`config.mk`:
```
export PLATFORM = sky130hd
export DESIGN_NAME = mul_sequencer
export DESIGN_NICKNAME = d
export VERILOG_FILES = /design/src/rtl/mul_sequencer.sv
export SDC_FILE = /design/constraint.sdc
export NUM_CORES = 1
export LEC_CHECK = 0
export ABC_AREA = 1
export BUFFER_PORTS_ARGS = -buffer_cell sky130_fd_sc_hd__buf_4
export CORE_MARGIN = 1.5
export CORE_UTILIZATION = 51
export CTS_BUF_LIST = sky130_fd_sc_hd__clkbuf_8
export CTS_CLUSTER_DIAMETER = 100
export DETAILED_ROUTE_END_ITERATION = 6
export PLACE_DENSITY = 0.75
export SLEW_MARGIN = 40
export SYNTH_ARGS = -nofsm -noshare
export SYNTH_HDL_FRONTEND = slang
export SYNTH_SLANG_ARGS = --single-unit
```
`constraint.sdc`:
```
create_clock -name clk -period 1.75 [get_ports clk]
set_input_delay 0.175 -clock clk [delete_from_list [all_inputs] [get_ports clk]]
set_output_delay 0.175 -clock clk [all_outputs]
set_load 0.01 [all_outputs]
```
`src/rtl/mul_sequencer.sv`:
```
// mul_sequencer: front-end for a 4-bit shift-add multiplier.
// Takes operand pairs over a valid/ready stream and starts the multiplier with a one-cycle
// trigger. It then waits for a rising edge on the multiplier's done level and pushes the
// product into a 2-entry result FIFO that a valid/ready consumer drains. If done never
// rises, a watchdog pushes an error entry instead.
//
// Ports:
//   clk, rst                  clock (rising edge), asynchronous active-low reset
//   in_valid/in_ready/in_x/in_y   operand pair stream (x = multiplicand, y = multiplier)
//   mul_trig/mul_x/mul_y      multiplier start pulse and operands (held through WAIT)
//   mul_done/mul_product      multiplier done level and product
//   out_valid/out_ready       result stream handshake (FIFO non-empty / consumer pop)
//   out_product/out_err       FIFO head: product (0 for error entry), timeout flag
//   busy                      an operation is being issued or awaited
module mul_sequencer #(
    parameter int unsigned TIMEOUT = 15
) (
    input  logic       clk,
    input  logic       rst,
    input  logic       in_valid,
    output logic       in_ready,
    input  logic [3:0] in_x,
    input  logic [3:0] in_y,
    output logic       mul_trig,
    output logic [3:0] mul_x,
    output logic [3:0] mul_y,
    input  logic       mul_done,
    input  logic [7:0] mul_product,
    output logic       out_valid,
    input  logic       out_ready,
    output logic [7:0] out_product,
    output logic       out_err,
    output logic       busy
);

    localparam logic [7:0] WdogLast = 8'(TIMEOUT - 1);

    typedef enum logic [1:0] {StIdle, StIssue, StWait} state_e;

    state_e     state_q, state_d;
    logic [3:0] x_q, x_d, y_q, y_d;
    logic       done_q;
    logic       done_rise;
    logic [7:0] wdog_q, wdog_d;

    logic [8:0] fifo_q [2];
    logic       rd_ptr_q, wr_ptr_q;
    logic [1:0] count_q, count_d;
    logic       push, pop;
    logic [8:0] push_data;

    // A done level left high from an earlier op is not an edge, so it cannot complete
    // the current one.
    assign done_rise = mul_done & ~done_q;

    always_comb begin
        state_d   = state_q;
        x_d       = x_q;
        y_d       = y_q;
        wdog_d    = wdog_q;
        push      = 1'b0;
        push_data = '0;
        in_ready  = 1'b0;
        case (state_q)
            StIdle: begin
                // An accepted pair always has a FIFO slot waiting for its result.
                in_ready = (count_q != 2'd2);
                if (in_valid && in_ready) begin
                    x_d     = in_x;
                    y_d     = in_y;
                    state_d = StIssue;
                end
            end
            StIssue: begin
                wdog_d  = '0;
                state_d = StWait;
            end
            StWait: begin
                if (done_rise) begin
                    push      = 1'b1;
                    push_data = {1'b0, mul_product};
                    state_d   = StIdle;
                end else if (wdog_q == WdogLast) begin
                    push      = 1'b1;
                    push_data = {1'b1, 8'h00};
                    state_d   = StIdle;
                end else begin
                    wdog_d = wdog_q + 8'd1;
                end
            end
            default: state_d = StIdle;
        endcase
    end

    assign out_valid   = (count_q != 2'd0);
    assign pop         = out_valid & out_ready;
    assign out_product = out_valid ? fifo_q[rd_ptr_q][7:0] : 8'h00;
    assign out_err     = out_valid & fifo_q[rd_ptr_q][8];

    always_comb begin
        count_d = count_q;
        if (push && !pop) begin
            count_d = count_q + 2'd1;
        end else if (!push && pop) begin
            count_d = count_q - 2'd1;
        end
    end

    assign mul_trig = (state_q == StIssue);
    assign busy     = (state_q != StIdle);
    assign mul_x    = x_q;
    assign mul_y    = y_q;

    always_ff @(posedge clk or negedge rst) begin
        if (!rst) begin
            state_q   <= StIdle;
            x_q       <= '0;
            y_q       <= '0;
            done_q    <= 1'b0;
            wdog_q    <= '0;
            fifo_q[0] <= '0;
            fifo_q[1] <= '0;
            rd_ptr_q  <= 1'b0;
            wr_ptr_q  <= 1'b0;
            count_q   <= '0;
        end else begin
            state_q  <= state_d;
            x_q      <= x_d;
            y_q      <= y_d;
            done_q   <= mul_done;
            wdog_q   <= wdog_d;
            if (push) begin
                fifo_q[wr_ptr_q] <= push_data;
            end
            wr_ptr_q <= wr_ptr_q ^ push;
            rd_ptr_q <= rd_ptr_q ^ pop;
            count_q  <= count_d;
        end
    end

endmodule

```
==> impl_metrics.ini <==
[synthesis]
yosysMostFrequentCell = nand2_1
synth_top_area_cell = dfrtp_1
syn_nets = 280
synth_common_cells = nand2_1 (63), dfrtp_1 (41), inv_1 (35)
yosys_register_bits = 41
syn_area_per_cell_sq_um = 8.26
ys_types = 20
syn_area_sq_um = 2070
synth_area_leaders = dfrtp_1 (49%), nand2_1 (11%), o21ai_0 (6.8%)
synth-seq-area-share_pct = 49.5
ys_async_sr_fraction_pct = 100
yosysWarnings = 0
netlist_instances = 251
synthFlopType = dfrtp_1
netlist.area_leader.share_pct = 49.5
synth_edf_count = 0

[die]
fp-row-count = 22
core_sq_um = 3770
die_h_um = 66.8
ios = 42
die-area_sq_um = 4460
initial_core_util_pct = 55.0
die_x_um = 66.8

[worst_setup_path]
r2r_cells = 9
worstPathArrival_ns = 1.84
rrSetupSlack_ns = 0.09
timing.rr.end = fifo_q[10]
crit_required_ns = 1.93
r2r_start = wdog_q[0]
path_max_fanout = 5
endpoint_kind = register
cp-start-kind = register
path_class = register to register

[hold_path]
holdPathEnd = mul_x[1]
hold_start = in_x[1]
hold_depth = 3
hold_path_class = primary input to register

[finish]
nets = 342
antenna_cells = 0
syn_to_final_growth_pct = 32.1
design_area_sq_um = 2740
layout-drive-gt1-share_pct = 29.6
fin_util_pct = 72.6

[route]
viasPerCell = 4.89
routed-wl-met2_um = 2130
wl_met3_um = 203
wl_per_cell_um = 11.7
dr.max_layer_used = met4
ant_nets = 0
drt-pass1-iter-count = 4
drt-total-wl_um = 4240
drc_errors = 0
drt-met1-wl_um = 1870
drt_iter0_drc = 36
vias = 1770

[run_status]
status = finished clean

[clock_tree]
cts_root_buffer = clkbuf_8
htree_num_levels = 2
numClockSinks = 41
cts_tree = yes
insertion_delay_ns = 0.29
clk_pin_slew_ns = 0.08
clockBufferDepth = 2
cts_buffers = 5

[power_and_ir_drop]
share_comb_of_total_power_pct = 44.3
pwr-share-clk_pct = 19.4
netSwitchingFraction_pct = 36.6
power_leakage_nw = 1.42
peakVddDrop_mv = 0.978
p_per_area_nw_per_um2 = 1460
switchingPower_mw = 1.47
internal-power_mw = 2.54
seqPwrFrac_pct = 36.3

[sta]
finalHoldViolations = 0
whs_ns = 0.0812
fin_skew_ns = 0.00575
setup_viol = 0
maxSlewHeadroom_pct = 66.1
worst_pin_slew_ns = 0.508
max_freq_mhz = 603
rsz0062_at_grt = no
drv_slew = 0
finalCriticalPeriod_ns = 1.66
period_share_pct = 94.8
setup_tns_ns = 0

[placement]
placed_cell_area_sq_um = 2550
gp_congestion = 0.871
port_buffers = 41
post-dp-hpwl_um = 3000

[global_routing]
grt_overflow_total = 0
antenna_found_initial = 0
grt_pass1_wl_um = 6870
grt_max_degree = 42
grt_pass1_vias = 1653
grt_usage_pct = 20.4

[run]
cap_violations = 0
## power groups by stage
stage | logic (mW) | clock network, mW | registers (mW)
floorplan | 1.03 | 0 | 1.44
global placement | 1.70 | 0 | 1.46
detailed placement | 1.74 | 0 | 1.47
CTS | 1.76 | 0.790 | 1.45
global route | 1.99 | 0.825 | 1.49
finish | 1.77 | 0.778 | 1.45
## per-stage QoR
stage,power (mW),worst slack [ns],std cells
finish,4.01,0.0913,362
floorplan,2.47,0.0132,251
detailed placement,3.21,-0.0565,352
CTS,4.00,-0.00832,362
global placement,3.16,-0.0121,352
global route,4.30,0.00916,362
## worst max-delay path: stages, from the launching register on
cell and delay, ns:
dfrtp_1 0.39, inv_2 0.08, ha_4 0.13, nand3_2 0.07, o21ai_2 0.11, nand2_1 0.08, inv_2 0.10, ha_4 0.14
buf_4 0.13, mux2_2 0.33
## cell families after synthesis
kind of cell / Yosys count / share of synthesized area (%)
mux: 8 / 4.35
fa+ha+maj: 8 / 4.83
compound gates: 46 / 11.5
xor+xnor: 3 / 1.27
buf+inv: 44 / 8.81
simple gates: 101 / 19.8
flops: 41 / 49.5
## layout by cell type (no fill, tap or decap), types with 2 or more instances in the layout
master,instances
inv_1,34
buf_4,59
nand2_1,63
or2_2,2
xnor2_1,3
inv_2,2
nand3_2,2
nor2_1,22
a21oi_2,2
mux2_2,8
ha_1,5
a21oi_1,14
nand3_1,8
dfrtp_1,41
dlygate4sd3_1,2
clkbuf_8,6
ha_4,2
buf_6,3
o21ai_2,3
o21ai_0,26
## registers in the layout (all words and copies together), names as in the netlist
name / cells
wr_ptr_q: 1
state_q: 2
wdog_q: 8
mul_x: 4
mul_y: 4
done_q: 1
fifo_q: 18
rd_ptr_q: 1
count_q: 2
## area by class of cell
cell class                 count  area (sq um)
tap                           48          60.1
fill                         299          1030
clock inverter                 2          33.8
sequential                    41          1030
inverter                      35           131
multi-input combinational    166           908
timing repair buffer          64           497
clock buffer                   6          82.6
## per-layer routing
metal / vias up / global-route usage [%]
met5: - / 0
met4: 0 / 5.87
met3: 4 / 5.91
met2: 36 / 34.9
met1: 815 / 25.0
li1: 915 / -
## repair_timing
action,in CTS,in global routing
pin swaps,0,3
endpoints found under the setup margin,9,18
hold endpoints to repair,42,0
setup buffers,0,0
gates resized for setup,3,13
hold buffers,2,0
## how the worst max path moves through the flow
stage,from,to,slack [ns],cells past startpoint
after global routing,wdog_q[5],fifo_q[15],0.009,8
after detailed placement,wdog_q[0],fifo_q[9],-0.06,9
final,wdog_q[0],fifo_q[10],0.09,9
after CTS,wdog_q[0],fifo_q[9],-0.008,9
after global placement,wdog_q[0],fifo_q[13],-0.01,9
after floorplan,wdog_q[0],fifo_q[10],0.01,9
No activity file was read; power rests on OpenSTA's default activity.
